## src/rtl/datapath_seq_ctrl_pkg.sv

```systemverilog
// ============================================================================
// Module   : datapath_seq_ctrl_pkg
// Brief    : Shared encodings for the datapath sequencer (ops, states, WB select).
// Revision : 1.0
// ============================================================================
`default_nettype none

package datapath_seq_ctrl_pkg;

    localparam logic [1:0] OP_ALU   = 2'b00;
    localparam logic [1:0] OP_LOAD  = 2'b01;
    localparam logic [1:0] OP_STORE = 2'b10;
    localparam logic [1:0] OP_NOP   = 2'b11;

    localparam logic [1:0] WB_SEL_F   = 2'b00;
    localparam logic [1:0] WB_SEL_MEM = 2'b01;

    typedef enum logic [1:0] {
        S_IDLE = 2'b00,
        S_EXEC = 2'b01,
        S_MEM  = 2'b10,
        S_WB   = 2'b11
    } state_e;

endpackage

`default_nettype wire

```

## src/rtl/datapath_seq_ctrl.sv

```systemverilog
// ============================================================================
// Module   : datapath_seq_ctrl
// Brief    : IDLE/EXEC/MEM/WB sequencer for the regfile + ALU + RAM datapath.
//            Define SEQ_OVF_TRAP_EN to suppress write-back of overflowed ALU
//            results and raise the sticky err flag.
// Revision : 1.0
// ============================================================================
`default_nettype none

module datapath_seq_ctrl
    import datapath_seq_ctrl_pkg::*;
#(
    parameter int CNT_W  = 16,
    parameter int ADDR_W = 5
) (
    input  logic              clk,
    input  logic              Reset,
    input  logic              cmd_valid,
    output logic              cmd_ready,
    input  logic [1:0]        cmd_op,
    input  logic [2:0]        cmd_alu_op,
    input  logic [ADDR_W-1:0] cmd_rs,
    input  logic [ADDR_W-1:0] cmd_rt,
    input  logic [ADDR_W-1:0] cmd_rd,
    input  logic              ZF,
    input  logic              OF,
    output logic [ADDR_W-1:0] rs,
    output logic [ADDR_W-1:0] rt,
    output logic [ADDR_W-1:0] rd,
    output logic [2:0]        ALU_OP,
    output logic              Write_Reg,
    output logic              Mem_Write,
    output logic [1:0]        wr_data_s,
    output logic              done,
    output logic              zf_q,
    output logic              of_q,
    output logic [CNT_W-1:0]  retired,
    output logic              err
);

    state_e             state_q, state_d;
    logic [1:0]         op_q;
    logic [CNT_W-1:0]   retired_q;
    logic               trap_w;

    always_comb begin
        state_d   = state_q;
        cmd_ready = 1'b0;
        Write_Reg = 1'b0;
        Mem_Write = 1'b0;
        wr_data_s = WB_SEL_F;
        done      = 1'b0;
        case (state_q)
            S_IDLE: begin
                cmd_ready = 1'b1;
                if (cmd_valid) state_d = S_EXEC;
            end
            S_EXEC: begin
                case (op_q)
                    OP_ALU:   state_d = S_WB;
                    OP_LOAD:  state_d = S_MEM;
                    OP_STORE: state_d = S_MEM;
                    OP_NOP: begin
                        done    = 1'b1;
                        state_d = S_IDLE;
                    end
                endcase
            end
            S_MEM: begin
                if (op_q == OP_STORE) begin
                    Mem_Write = 1'b1;
                    done      = 1'b1;
                    state_d   = S_IDLE;
                end else begin
                    state_d = S_WB;
                end
            end
            S_WB: begin
                Write_Reg = ~trap_w;
                wr_data_s = (op_q == OP_LOAD) ? WB_SEL_MEM : WB_SEL_F;
                done      = 1'b1;
                state_d   = S_IDLE;
            end
            default: state_d = S_IDLE;
        endcase
    end

    always_ff @(posedge clk or posedge Reset) begin
        if (Reset) begin
            state_q   <= S_IDLE;
            op_q      <= OP_ALU;
            rs        <= '0;
            rt        <= '0;
            rd        <= '0;
            ALU_OP    <= '0;
            zf_q      <= 1'b0;
            of_q      <= 1'b0;
            retired_q <= '0;
        end else begin
            state_q <= state_d;
            if (cmd_valid && cmd_ready) begin
                op_q   <= cmd_op;
                rs     <= cmd_rs;
                rt     <= cmd_rt;
                rd     <= cmd_rd;
                ALU_OP <= cmd_alu_op;
            end
            // Flags are sampled once the datapath has settled on the EXEC operands.
            if (state_q == S_EXEC) begin
                zf_q <= ZF;
                of_q <= OF;
            end
            if (done) retired_q <= retired_q + CNT_W'(1);
        end
    end

    assign retired = retired_q;

`ifdef SEQ_OVF_TRAP_EN
    logic trap_q;
    logic err_q;

    always_ff @(posedge clk or posedge Reset) begin
        if (Reset) begin
            trap_q <= 1'b0;
            err_q  <= 1'b0;
        end else if (state_q == S_EXEC) begin
            trap_q <= (op_q == OP_ALU) && OF;
            if ((op_q == OP_ALU) && OF) err_q <= 1'b1;
        end
    end

    assign trap_w = trap_q;
    assign err    = err_q;
`else
    assign trap_w = 1'b0;
    assign err    = 1'b0;
`endif

endmodule

`default_nettype wire

```

## config.mk

```make
export PLATFORM = sky130hd
export DESIGN_NAME = datapath_seq_ctrl
export DESIGN_NICKNAME = d
export VERILOG_FILES = /design/src/rtl/datapath_seq_ctrl_pkg.sv /design/src/rtl/datapath_seq_ctrl.sv
export SDC_FILE = /design/constraint.sdc
export NUM_CORES = 1
export LEC_CHECK = 0
export BUFFER_PORTS_ARGS = -buffer_cell sky130_fd_sc_hd__buf_2
export CAP_MARGIN = 0
export CORE_MARGIN = 4
export CORE_UTILIZATION = 40
export DETAILED_ROUTE_END_ITERATION = 10
export PLACE_DENSITY = 0.8
export REMOVE_ABC_BUFFERS = 1
export SYNTH_ARGS = -nofsm -noshare
export SYNTH_HDL_FRONTEND = slang
export SYNTH_SLANG_ARGS = --single-unit
export TNS_END_PERCENT = 50
```

## constraint.sdc

```tcl
create_clock -name clk -period 1.5 [get_ports clk]
set_clock_uncertainty 0.05 [all_clocks]
set_input_delay 0.3 -clock clk [delete_from_list [all_inputs] [get_ports clk]]
set_output_delay 0.3 -clock clk [all_outputs]
set_load 0.02 [all_outputs]
```

; After elaboration in Yosys (flattened, before gate mapping)
; Index checks and enable logic that the tools add are counted.
[classes]
div = 0
eq_ne = 7
shift = 0
n_reduce_logical = 4
magnitude_cmp = 0
add_sub_neg = 1
multipliers = 0
muxes = 12
n_bitwise = 0
[op_table]
columns = cell, count
row1 = "adder 16 x 1 -> 16 bit, second input constant", 1
row2 = "== test 2 bit, second input constant", 4
row3 = one-hot mux 2 bit (4 select lines), 1
row4 = two-way mux 1 bit, 7
row5 = one-hot mux 2 bit (3 select lines), 1
row6 = "== test 2 x 1 -> 1 bit, second input constant", 2
row7 = zero test 2 bit, 2
row8 = two-way mux 2 bit, 2
row9 = one-hot mux 1 bit (3 select lines), 1
row10 = "!= test 2 bit, second input constant", 1
row11 = OR reduction 2 bit, 1
row12 = logical AND 1 bit, 1
[word_totals]
inputBits = 25
rom_bits = 0
mem_bits_rw = 0
output_inout_bits = 43
memories = 0
elab_cells = 33
latch_bits = 0
reg_bits = 40

; Depth between registers and ports, before layout
; Gate-level depths: netlist (run 1).
[logic_depth]
depth_word = 4
mapped_depth = 6
mapped_depth_nobuf = 5

; Worst setup path after synthesis (run 1)
; No wires, ideal clock.
[synth_path]
kind = reg-to-reg
from = register state_q[1]
to = register ALU_OP[0]
slack_ps = -192
setup_time_ps = 125
t_arrival_ps = 1517
path_stages_with_launch = 5
period_less_slack_ps = 1692
required_ps = 1325
n_path_buf = 1
path_cell_list = dfrtp_1 -> nor2_1 -> and2_1 -> buf_2 -> mux2_2
[synth_between]
elab_chain_cells = 3
[synth_rtl]
columns = item, line_no
row1 = from (decl), datapath_seq_ctrl.sv:41  ; state_e state_q, state_d;
row2 = from (signal assigned), datapath_seq_ctrl.sv:100  ; state_q <= state_d;
row3 = zero test 2 bit, datapath_seq_ctrl.sv:53  ; case (state_q)
row4 = two-way mux 1 bit, datapath_seq_ctrl.sv:53
row5 = via cmd_ready, datapath_seq_ctrl.sv:19  ; output logic cmd_ready,
row6 = logical AND 1 bit, datapath_seq_ctrl.sv:101  ; if (cmd_valid && cmd_ready) begin
row7 = to (signal assigned), datapath_seq_ctrl.sv:106  ; ALU_OP <= cmd_alu_op;
row8 = to (decl), datapath_seq_ctrl.sv:30  ; output logic [2:0] ALU_OP,
; The timed path passes the listed nets, and every way through them passes these cells.
; A chain may end at the register's enable or synchronous reset.

; Worst setup path after layout (run 1)
[layout_path]
from = register op_q[0]
to = output port done
[layout_between]
elab_chain_cells = 3
elab_cells_between_ends = 5
classes_between = 2 x eq/ne / 3 x mux
[layout_rtl]
columns = item, line_no
row1 = from (decl), datapath_seq_ctrl.sv:42  ; logic [1:0] op_q;
row2 = from (signal assigned), datapath_seq_ctrl.sv:102  ; op_q <= cmd_op;
row3 = == test 2 bit (on tied branches), "datapath_seq_ctrl.sv:70, datapath_seq_ctrl.sv:59"
row4 = two-way mux 1 bit (on tied branches), "datapath_seq_ctrl.sv:70, datapath_seq_ctrl.sv:59"
row5 = one-hot mux 1 bit (3 select lines) *, datapath_seq_ctrl.sv:53
row6 = to (decl), datapath_seq_ctrl.sv:34  ; output logic done,
; Every way passes the cells marked *; elsewhere a longest branch is shown, timed or not.

==> results.md, run 1 <==
- The flow ran to the end, but the final reports show violations.
- The final reports fail on negative setup slack.
- Setup repair after global routing could not meet its margin everywhere.
- The flop and latch count out of synthesis is 40.
- Synthesis handed over a netlist of 132 instances.
- The data required time of the critical path is 1.15 ns.
- Across all setup checks in the final design, the least slack found is -0.217 ns.
- The cell with the most instances after synthesis is sky130_fd_sc_hd__dfrtp_1.
- The core occupancy in the finished layout is 0.604.
- Traced cell by cell, the critical path runs through mux2_4, a21oi_4, inv_2, buf_6.
- The number of max-slew violations in the final report came to 0.
- The area of the placeable core is 0.00409 sq mm.
- The areal power density over the cells is 2120 mW/mm^2.
- Clock tree synthesis selected as its root buffer the cell sky130_fd_sc_hd__clkbuf_8.
- The max-capacitance violation count is 0.
- At the later pin of the worst-skew pair, clock insertion delay measures 0.29 ns.
- 68 I/O pins were placed.
- The post-synthesis instance area is 0.00172 sq mm.
- The slowest stage of the critical path is the sky130_fd_sc_hd__dfrtp_1 cell.
- The number of levels the H-tree was split into is 2.
- The buffer levels on the longest clock path is 2.
- The dominant register cell in the synthesized netlist is sky130_fd_sc_hd__dfrtp_1.
- Setup violations remaining at the end of the flow were counted as 24.
- The horizontal die dimension is 73.5 microns.
- The total CTS buffers is 5.
- During synthesis, Yosys emitted a total of 0 warnings.
- Summing over every cut layer, the via total after detailed routing is 1313.
- The arrival time of the worst setup path is 1.37 ns.
- The routability congestion estimate is 0.768.
- In the routed design, unresolved DRC markers number 0.
- Port buffering added 65 buffers.
- The clock net sink count is 40.
- The first global-routing pass estimated 6.01 mm of wire.
- Yosys attributes the largest share of cell area to sky130_fd_sc_hd__dfrtp_1, sky130_fd_sc_hd__mux2_2, sky130_fd_sc_hd__xor2_1.
- For this run, the total global-route usage over all layers was measured as 0.145.
- The critical path class is flip-flop to output pin.
- The fill cell instance count of the final layout is 342.
- The number of antenna violations at the first check in global routing was 0.
- The share of async-settable or async-resettable flops after synthesis is 1.00.
- Counting distinct cell types in the post-synthesis netlist gives 28.
- In the final routed layout, each cell accounts on average for 14.1 microns.
- The startpoint type of the worst setup path is a flip-flop.
- The footprint of the multi-input gates is 751 sq um.
- The starting density of the core is 0.420.
- The routed wire length is 3.80 mm.
- Static timing analysis puts the maximum clock frequency at 582 MHz.
- The count of flip-flops with a built-in enable after synthesis is 0.
- The die covers 0.00541 sq mm.
- The class of the tightest hold or removal check is primary input to asynchronous set/reset pin.
- In the final design database the tool counted 245 nets.
- The average instance in the mapped netlist occupies 13.0 sq um.
- The share of cells above drive strength 1 is 0.595.
- The number of DRC markers after the initial detailed-route iteration is 40.
- For this run, the register share of the synthesized area comes to 0.583.
- 0 antenna diodes ended up in the layout.
- The die span in y is 73.5 microns.
- Of all nets on the critical path, the largest fanout is 2.
- The half-perimeter wire length after detailed placement is 2.73 mm.
- Of the post-synthesis cell area, the dominant cell type holds 0.583.
- The clock tree from TritonCTS is yes.
- The via-per-instance ratio is 4.86.
- The biggest cell delay along the critical path is 0.40 ns.
- Hold is met by 0.0143 ns.
- The worst-case IR drop observed on VDD is 1.68 mV.
- The first detailed-routing pass ran for 4 iterations.
- The hold violation count in the final report is 0.
- The total global routing overflow is 0.
- The via count of the first global-routing pass is 1344.
- The commonest cells after synthesis are sky130_fd_sc_hd__dfrtp_1, sky130_fd_sc_hd__mux2_2, sky130_fd_sc_hd__xor2_1, sky130_fd_sc_hd__nand2_1, sky130_fd_sc_hd__nor2_1.
- The capturing element type of the critical path is an output pin.
- Across the whole layout, storage elements account for 0.00100 sq mm.
- The standby leakage power is 1.26 nW.
- The remaining antenna violation count is 0.
- The maximum number of pins on one net before global-route repair is 41.
- The area growth from synthesis to layout is 43.6%.
- The period utilization is 1.14.
- The number of rows in the core area is 23.
- The leading area contributor after synthesis is sky130_fd_sc_hd__dfrtp_1.
- Counting I/O delays and the setup requirement, the final critical path takes 1.72 ns.
- The clock-pin slew of the registers on the worst-case setup and hold paths is 0.08 ns.
==> registers in the layout, summed over array words and instances (netlist names) <==
signal   count
of_q         1
rd           5
retired     16
ALU_OP       3
rs           5
rt           5
state_q      2
op_q         2
zf_q         1
==> what timing repair did <==
action	CTS	global route
pin swaps	4	2
hold buffers	0	0
gates cloned	0	0
hold endpoints to repair	0	0
endpoints found under the setup margin	8	35
gates resized for setup	16	9
setup buffers	2	0
==> area by class of cell <==
type | count | area share
flip-flops and latches | 40 | 0.406
inverters | 3 | 0.00456
repair buffers | 84 | 0.217
clock inverters | 2 | 0.0142
well taps | 50 | 0.0254
clock buffers | 6 | 0.0294
multi-input cells | 85 | 0.304
==> metal layers <==
metal  vias to the layer above  part of all wire  GRT usage  wire length [microns]
met5                         -                 0          0                      0
met4                         0             0.010     0.0483                     39
met3                         5             0.087     0.0301                    329
met2                        60              0.50      0.249                   1880
met1                       623              0.41      0.181                   1550
li1                        625                 -          -                      -
==> worst paths after layout <==
| check | from | endpoint | slack, ns | cells past startpoint |
|---|---|---|---|---|
| setup / recovery | op_q[0] | done | -0.22 | 4 |
| hold / removal | Reset | rs[0] | 0.01 | 3 |
| setup reg to reg | state_q[1] | rd[3] | -0.06 | 5 |
| hold reg to reg | retired[9] | retired[9] | 0.44 | 1 |
| max in group asynchronous | Reset | rs[4] | 1.20 | 3 |
| min in group clk | cmd_rd[4] | rd[4] | 0.19 | 2 |
==> per-stage QoR <==
stage / setup WS [ns] / std cells / setup TNS, ns / area, sq um / total power (W)
floorplan: -0.464 / 128 / -10.22 / 1690 / 0.00318
global placement: 0.0156 / 261 / 0 / 2250 / 0.00416
detailed placement: -0.0402 / 261 / -0.0825 / 2250 / 0.00423
CTS: -0.226 / 271 / -0.733 / 2430 / 0.00525
global route: -0.280 / 270 / -2.81 / 2470 / 0.00557
finish: -0.217 / 270 / -1.37 / 2470 / 0.00524
==> report_power, final <==
part / internal, W / switching (W)
Clock: 0.000493 / 0.000348
Sequential: 0.00150 / 0.000239
Combinational: 0.00123 / 0.00143
Total: 0.00322 / 0.00202
==> worst max-delay path, delay by kind of cell (launching register included) <==
kind / cells / cell delay (ns)
AO/OA/AOI/OAI: 1 / 0.17
buffers and inverters: 2 / 0.19
flip-flops: 1 / 0.40
multiplexers: 1 / 0.32
==> layout by cell type (no fill, tap or decap), drive strengths merged, types with 3 or more instances in the layout <==
| master | instances |
|---|---|
| dfrtp | 40 |
| mux2 | 23 |
| xnor2 | 3 |
| xor2 | 12 |
| inv | 3 |
| nand2 | 10 |
| nor3 | 4 |
| nor2 | 6 |
| nand4 | 3 |
| nand3 | 3 |
| clkbuf | 6 |
| buf | 84 |
| nor4b | 5 |
==> kinds of logic (layout without fill, tap and decap cells) <==
family | after synthesis | after routing | synth area share
XOR/XNOR | 15 | 15 | 0.0765
other | 1 | 2 | 0.00218
flip-flops | 40 | 40 | 0.583
adder cells (fa/ha/maj) | 1 | 1 | 0.00728
AO/OA/AOI/OAI | 3 | 3 | 0.0160
buffers and inverters | 8 | 95 | 0.0277
AND/OR/NAND/NOR | 40 | 40 | 0.129
multiplexers | 24 | 24 | 0.159
Power figures use the tool's default switching activity.
==> inputs of run 2 (changes only) <==
--- a/config.mk
+++ b/config.mk
@@ -5,14 +5,15 @@
 export SDC_FILE = /design/constraint.sdc
 export NUM_CORES = 1
 export LEC_CHECK = 0
+export ABC_AREA = 1
 export BUFFER_PORTS_ARGS = -buffer_cell sky130_fd_sc_hd__buf_2
 export CAP_MARGIN = 0
 export CORE_MARGIN = 4
 export CORE_UTILIZATION = 40
 export DETAILED_ROUTE_END_ITERATION = 10
-export PLACE_DENSITY = 0.8
+export PLACE_DENSITY = 0.79
 export REMOVE_ABC_BUFFERS = 1
 export SYNTH_ARGS = -nofsm -noshare
 export SYNTH_HDL_FRONTEND = slang
 export SYNTH_SLANG_ARGS = --single-unit
-export TNS_END_PERCENT = 50
+export TNS_END_PERCENT = 20
==> results.md, run 2 <==
- The total via count in the routed design is 1467 (+12%).
- The number of levels the H-tree was split into is 2 (unchanged).
- The count of flip-flops with a built-in enable after synthesis is 0 (unchanged).
- The data required time of the critical path is 1.15 ns (about the same).
- The horizontal die dimension came to 78.2 microns (+6.4%).
- The run finished, with violations left.
- The share of cells above drive strength 1 is 0.430 (-0.165).
- The dominant register cell in the synthesized netlist is sky130_fd_sc_hd__dfrtp_1.
- The maximum number of pins on one net before global-route repair is 41 (unchanged).
- STA classifies the critical path startpoint as a flip-flop.
- The flop and latch count out of synthesis was 40 (unchanged).
- The most prevalent standard cell on the critical path is sky130_fd_sc_hd__nand2_2.
- The worst-case vdd ir drop came to 0.947 mV (-44%).
- The number of DRC markers after the initial detailed-route iteration is 57 (+43%).
- The via count of the first global-routing pass is 1412 (+5.1%).
- The final critical-path required period came to 1.52 ns (-0.197 ns).
- The net total in the final layout is 291 (+19%).
- The cell area reported after detailed placement is 0.00239 sq mm (+6.3%).
- The final reports fail on negative setup slack.
- The post-synthesis instance area is 0.00197 sq mm (+15%).
- The area of the placeable core is 0.00475 sq mm (+16%).
- The number of I/O pins is 68 (unchanged).
- The total CTS buffers came to 5 (unchanged).
- The hold violation count in the final report was 0 (unchanged).
- The critical path buffer and inverter count is 3 (+1).
- The starting density of the core is 0.415 (-0.00566).
- The antenna diode instance count is 0 (unchanged).
- The detailed-route DRC error count was 0 (unchanged).
- The via-per-instance ratio came to 4.42 (-9.1%).
- The number of rows in the core area was 25 (+8.7%).
- STA classifies the critical path endpoint as an output pin.
- The final number of setup-violating endpoints is 1 (-96%).
- The worst setup slack after placement is 0.139 ns (+0.179 ns).
- The half-perimeter wire length after detailed placement is 2.87 mm (+5.1%).
- The buffer levels on the longest clock path is 2 (unchanged).
- The proportion of netlist area held by the largest area contributor is 0.508 (-0.0751).
- The core occupancy in the finished layout came to 0.527 (-0.0767).
- The number of max-slew violations in the final report is 0 (unchanged).
- The leading area contributor after synthesis is sky130_fd_sc_hd__dfrtp_1.
- The arrival time of the worst setup path is 1.17 ns (-0.20 ns).
- The routability congestion estimate is 0.832 (+8.4%).
- The areal power density over the cells is 1940 mW/mm^2 (-8.5%).
- The kind of cell with the highest combined delay along the critical path is flip-flops.
- The final instance area is 0.00251 sq mm (+1.6%).
- The standby leakage power is 1.39 nW (+11%).
- Setup repair after global routing could not meet its margin everywhere.
- Compared with the post-synthesis result, the final layout area differs by 27.1%.
- The clock net sink count is 40 (unchanged).
- The cell depth of the worst flop-to-flop path is 9 (+4).
- The most common library cell in the layout ignoring fill and taps is sky130_fd_sc_hd__buf_2.
- The critical path class is flip-flop to output pin.
- The commonest cells after synthesis are sky130_fd_sc_hd__nand2_1, sky130_fd_sc_hd__dfrtp_1, sky130_fd_sc_hd__inv_1, sky130_fd_sc_hd__mux2_4, sky130_fd_sc_hd__nor2_1.
- The routed wire length is 3.85 mm (+1.3%).
- The mean area per synthesized cell is 10.3 sq um (-21%).
- The number of antenna violations at the first check in global routing is 0 (unchanged).
- The overall die area is 0.00612 sq mm (+13%).
- The slowest stage of the critical path belongs to the cell sky130_fd_sc_hd__dfrtp_1.
- The remaining antenna violation count is 0 (unchanged).
- The die span in y came to 78.2 microns (+6.4%).
- The flip-flop count of the largest register, all copies and words added is 16 (unchanged).
- The total stage count of the critical path came to 6 (+2).
- The highest achievable clock rate is 658 MHz (+13%).
- Clock tree synthesis selected as its root buffer the cell sky130_fd_sc_hd__clkbuf_8.
- The period utilization is 1.01 (-0.132).
- The wire length of the first global-routing pass came to 6.50 mm (+8.2%).
- The all-layer global routing usage came to 0.135 (-0.0104).
- The number of buffers inserted for hold repair after clock tree synthesis is 0 (unchanged).
- The number of cells produced by synthesis is 191 (+45%).
- The number of warnings reported in the yosys synthesis log is 0 (unchanged).
- The share of synthesized area occupied by flip-flops and latches is 0.508 (-0.0751).
- The quantity of I/O buffers inserted on ports is 65 (unchanged).
- The wire length per cell is 11.6 microns (-18%).
- After synthesis, the cell types taking the most area are sky130_fd_sc_hd__dfrtp_1, sky130_fd_sc_hd__mux2_4, sky130_fd_sc_hd__nand2_1.
- The total global routing overflow is 0 (unchanged).
- The biggest cell delay along the critical path is 0.40 ns (about the same).
- The most common cell in the synthesized netlist is sky130_fd_sc_hd__nand2_1.
- The biggest fanout along the worst timing path is 3 (+1).
- TritonCTS built the clock tree.
- The clock-pin slew of the registers on the worst-case setup and hold paths is 0.07 ns (about the same).
- The number of distinct standard cells referenced by the synthesized netlist came to 24 (-14%).
- The first-pass detailed-route iteration total came to 4 (unchanged).
- Traced cell by cell, the critical path runs through inv_2, nand2_2, nand2_2, nand2_2, inv_2, buf_6.
- The max-capacitance violation count is 0 (unchanged).
- The worst setup margin was -0.0201 ns (+0.197 ns).
- The share of async-settable or async-resettable flops after synthesis came to 1.00 (unchanged).
- The clock latency reported for the late side of the worst-skew pair is 0.28 ns (about the same).
- The class of the tightest hold or removal check is primary input to asynchronous set/reset pin.
- The top cell types in the final layout, fill and taps aside, are sky130_fd_sc_hd__buf_2, sky130_fd_sc_hd__nand2_1, sky130_fd_sc_hd__dfrtp_1.
-- run 2: cell types whose count changed in the layout (fill, tap and decap cells not counted), moves of 5 or more --
cell / before / now
sky130_fd_sc_hd__mux2_2: 22 / 2
sky130_fd_sc_hd__mux2_4: 1 / 17
sky130_fd_sc_hd__nor2_4: 0 / 5
sky130_fd_sc_hd__inv_1: 2 / 16
sky130_fd_sc_hd__nor2_1: 5 / 14
sky130_fd_sc_hd__xor2_1: 12 / 5
sky130_fd_sc_hd__buf_4: 15 / 5
sky130_fd_sc_hd__nand2_1: 10 / 59
sky130_fd_sc_hd__nand3b_1: 0 / 6
-- run 2: worst paths after layout --
| kind | slack, ns | from | endpoint |
|---|---|---|---|
| hold reg to reg | 0.42 | zf_q | zf_q |
| setup reg to reg | 0.14 | op_q[0] | retired[14] |
| hold / removal | 0.006 | Reset | rd[3] |
| setup / recovery | -0.02 | op_q[0] | done |
| max in group asynchronous | 1.18 | Reset | state_q[0] |
| min in group clk | 0.18 | ZF | zf_q |
-- run 2: metrics by stage --
stage,cells,TNS (ns),hold WS [ns],total power [W]
finish,332,-0.0201,0.00559,0.00487
global route,332,-0.150,0.0170,0.00520
CTS,330,-0.0264,0.00197,0.00488
detailed placement,322,0,0.322,0.00412
global placement,322,0,0.321,0.00405
floorplan,187,-0.943,0.367,0.00335
-- run 2: routing by layer --
layer  share of wire  GRT usage  routed length [microns]  up-vias
met5               0          0                        0        -
met4           0.013     0.0455                       50        0
met3           0.075     0.0470                      290        6
met2            0.49      0.221                     1900       50
met1            0.42      0.166                     1610      679
li1                -          -                        -      732
-- run 2: cells by family (layout without fill, tap and decap cells) --
logic type | count (synthesis) | after routing | synth area share
simple gates | 96 | 96 | 0.238
flops | 40 | 40 | 0.508
buf+inv | 25 | 98 | 0.0673
mux | 19 | 19 | 0.141
xor+xnor | 6 | 6 | 0.0305
compound gates | 3 | 3 | 0.00761
fa+ha+maj | 1 | 1 | 0.00634
other cells | 1 | 2 | 0.00190
-- run 2: repair_timing --
action,CTS,global route
pin swaps,0,2
setup buffers,1,2
endpoints found under the setup margin,3,3
resized for setup,7,4
-- run 2: layout make-up --
class / count / area (sq um)
Clock buffer: 6 / 72.6
Multi-Input combinational cell: 127 / 847
Sequential cell: 40 / 1000
Clock inverter: 1 / 5.00
Fill cell: 444 / 2250
Tap cell: 67 / 83.8
Timing Repair Buffer: 71 / 419
Inverter: 20 / 75.1
-- run 2: power breakdown --
part / internal [W] / switching, W / leakage, nW / total (W)
Clock: 0.000316 / 0.000343 / 0.0410 / 0.000659
Sequential: 0.00149 / 0.000308 / 0.496 / 0.00180
Combinational: 0.00108 / 0.00132 / 0.857 / 0.00241
Total: 0.00290 / 0.00197 / 1.39 / 0.00487
-- run 2: worst reg2reg max path, cell delays in order (launching register included) --
cell and delay, ns:
sky130_fd_sc_hd__dfrtp_1 0.40, sky130_fd_sc_hd__inv_2 0.08, sky130_fd_sc_hd__nand2_2 0.07, sky130_fd_sc_hd__nand2_2 0.08, sky130_fd_sc_hd__nand2_2 0.08, sky130_fd_sc_hd__buf_12 0.16
sky130_fd_sc_hd__nor2_4 0.16, sky130_fd_sc_hd__nand2_1 0.07, sky130_fd_sc_hd__nand2_1 0.06, sky130_fd_sc_hd__nand2_1 0.04
==> inputs of run 3 (changes only) <==
--- a/config.mk
+++ b/config.mk
@@ -5,13 +5,13 @@
 export SDC_FILE = /design/constraint.sdc
 export NUM_CORES = 1
 export LEC_CHECK = 0
-export ABC_AREA = 1
+export ABC_AREA = 0
 export BUFFER_PORTS_ARGS = -buffer_cell sky130_fd_sc_hd__buf_2
-export CAP_MARGIN = 0
+export CAP_MARGIN = 25
 export CORE_MARGIN = 4
 export CORE_UTILIZATION = 40
 export DETAILED_ROUTE_END_ITERATION = 10
-export PLACE_DENSITY = 0.79
+export PLACE_DENSITY = 0.8
 export REMOVE_ABC_BUFFERS = 1
 export SYNTH_ARGS = -nofsm -noshare
 export SYNTH_HDL_FRONTEND = slang
==> results.md, run 3 (synthesized netlist as in run 1, its figures left out) <==
- The flow ran to the end, but the final reports show violations.
- The final reports fail on negative setup slack.
- The via count of the first global-routing pass is 1337 (-5.3%).
- The setup slack of the most critical reg-to-reg path is 0 ns (-0.14 ns).
- The routability congestion estimate is 0.768 (-7.8%).
- The max-capacitance violation count came to 0 (unchanged).
- The clock latency reported for the late side of the worst-skew pair was 0.28 ns (about the same).
- The all-layer global routing usage is 0.141 (+0.00581).
- The detailed-route DRC error count is 0 (unchanged).
- The sum of negative setup slack is -0.470 ns (-0.450 ns).
- The biggest fanout along the worst timing path is 2 (-1).
- The fill cell instance count of the final layout is 346 (-22%).
- The data required time of the critical path is 1.15 ns (about the same).
- The number of I/O pins is 68 (unchanged).
- Traced cell by cell, the critical path runs through mux2_4, a21oi_4, inv_2, buf_6.
- The number of DRC markers after the initial detailed-route iteration came to 36 (-37%).
- The overall die area was 0.00541 sq mm (-12%).
- The routed wire length is 3.74 mm (-2.7%).
- The share of cells above drive strength 1 is 0.597 (+0.167).
- The critical path class is flip-flop to output pin.
- The final number of setup-violating endpoints came to 5 (+4).
- The clock net sink count was 40 (unchanged).
- The wire length per cell came to 13.8 microns (+19%).
- Compared with the post-synthesis result, the final layout area differs by 43.3%.
- The number of antenna violations at the first check in global routing is 0 (unchanged).
- The final critical-path required period is 1.71 ns (+0.193 ns).
- In the layout the commonest cells are sky130_fd_sc_hd__buf_2, sky130_fd_sc_hd__dfrtp_1, sky130_fd_sc_hd__mux2_2.
- The worst setup path is captured at an output pin.
- STA classifies the critical path startpoint as a flip-flop.
- The total CTS buffers is 5 (unchanged).
- The net total in the final layout is 246 (-15%).
- The total global routing overflow is 0 (unchanged).
- Leaving out fill and tap cells, the most frequent cell in the layout is sky130_fd_sc_hd__buf_2.
- The areal power density over the cells is 2120 mW/mm^2 (+9.2%).
- The wire length of the first global-routing pass is 5.85 mm (-10%).
- TritonCTS built the clock tree.
- The die span in y is 73.5 microns (-6.0%).
- The first-pass detailed-route iteration total was 4 (unchanged).
- The buffer levels on the longest clock path came to 2 (unchanged).
- The biggest cell delay along the critical path is 0.40 ns (about the same).
- The flip-flop count of the largest register, all copies and words added is 16 (unchanged).
- The horizontal die dimension is 73.5 microns (-6.0%).
- The clock-pin slew of the registers on the worst-case setup and hold paths came to 0.07 ns (about the same).
- The arrival time of the worst setup path is 1.36 ns (+0.19 ns).
- The remaining antenna violation count is 0 (unchanged).
- The highest achievable clock rate was 584 MHz (-11%).
- The number of max-slew violations in the final report came to 0 (unchanged).
- The maximum number of pins on one net before global-route repair came to 41 (unchanged).
- The worst setup margin is -0.213 ns (-0.193 ns).
- The starting density of the core is 0.420 (+0.00566).
- The worst-case vdd ir drop is 1.67 mV (+77%).
- The number of rows in the core area was 23 (-8.0%).
- The quantity of I/O buffers inserted on ports came to 65 (unchanged).
- The core occupancy in the finished layout is 0.602 (+0.0752).
- Setup repair after global routing could not meet its margin everywhere.
- The area of the placeable core is 0.00409 sq mm (-14%).
- The standby leakage power is 1.26 nW (-9.3%).
- The tree is rooted in a sky130_fd_sc_hd__clkbuf_8.
- The total via count in the routed design is 1334 (-9.1%).
- The half-perimeter wire length after detailed placement is 2.73 mm (-4.9%).
- The hold violation count in the final report is 0 (unchanged).
- The number of levels the H-tree was split into is 2 (unchanged).
- The via-per-instance ratio was 4.92 (+11%).
- On the critical path, the stage with the largest delay is an instance of sky130_fd_sc_hd__dfrtp_1.
- The antenna diode instance count is 0 (unchanged).
- The class of the tightest hold or removal check is primary input to asynchronous set/reset pin.
- The period utilization is 1.14 (+0.128).
run 3: through the flow:
stage / area [sq um] / hold WS, ns / power, W / std cells / setup slack [ns]
finish: 2460 / 0.0153 / 0.00522 / 271 / -0.213
global route: 2460 / 0.0299 / 0.00556 / 271 / -0.283
CTS: 2390 / 0.0101 / 0.00514 / 269 / -0.226
detailed placement: 2250 / 0.319 / 0.00423 / 261 / -0.0402
global placement: 2250 / 0.319 / 0.00416 / 261 / 0.0156
floorplan: 1690 / 0.400 / 0.00318 / 128 / -0.464
run 3: timing repair:
| action | 4_1_cts | 5_1_grt |
|---|---|---|
| endpoints found under the setup margin | 8 | 22 |
| hold buffers | 0 | 0 |
| setup buffers | 0 | 2 |
| hold endpoints to repair | 0 | 0 |
| pin swaps | 1 | 2 |
| resized for setup | 8 | 14 |
run 3: worst paths after layout:
kind,start,endpoint,cells after the start
max,op_q[0],done,4
min,Reset,rs[0],3
max reg2reg,state_q[1],rd[3],5
min reg2reg,retired[9],retired[9],1
max in group asynchronous,Reset,rs[4],3
min in group clk,cmd_rd[4],rd[4],2
run 3: routing by layer:
layer  vias up  global-route usage  share of wire
met5         -                   0              0
met4         0              0.0362         0.0072
met3         5              0.0424          0.092
met2        66               0.236           0.48
met1       635               0.176           0.42
li1        628                   -              -
run 3: worst max-delay path, delay by kind of cell (launching register included):
kind	cells	cell delay, ns
flops	1	0.40
mux	1	0.32
compound gates	1	0.17
buf+inv	2	0.19
run 3: report_power, final:
part / switching [W] / internal, W / total, W
clock network: 0.000343 / 0.000493 / 0.000836
registers: 0.000237 / 0.00150 / 0.00173
logic: 0.00142 / 0.00123 / 0.00265
total: 0.00200 / 0.00322 / 0.00522
run 3: layout make-up:
class                   instances  area (sq um)  area share
flip-flops and latches         40          1000       0.407
multi-input cells              85           748       0.304
repair buffers                 85           531       0.216
clock buffers                   6          72.6      0.0295
well taps                      50          62.6      0.0254
clock inverters                 2          35.0      0.0142
inverters                       3          11.3     0.00458
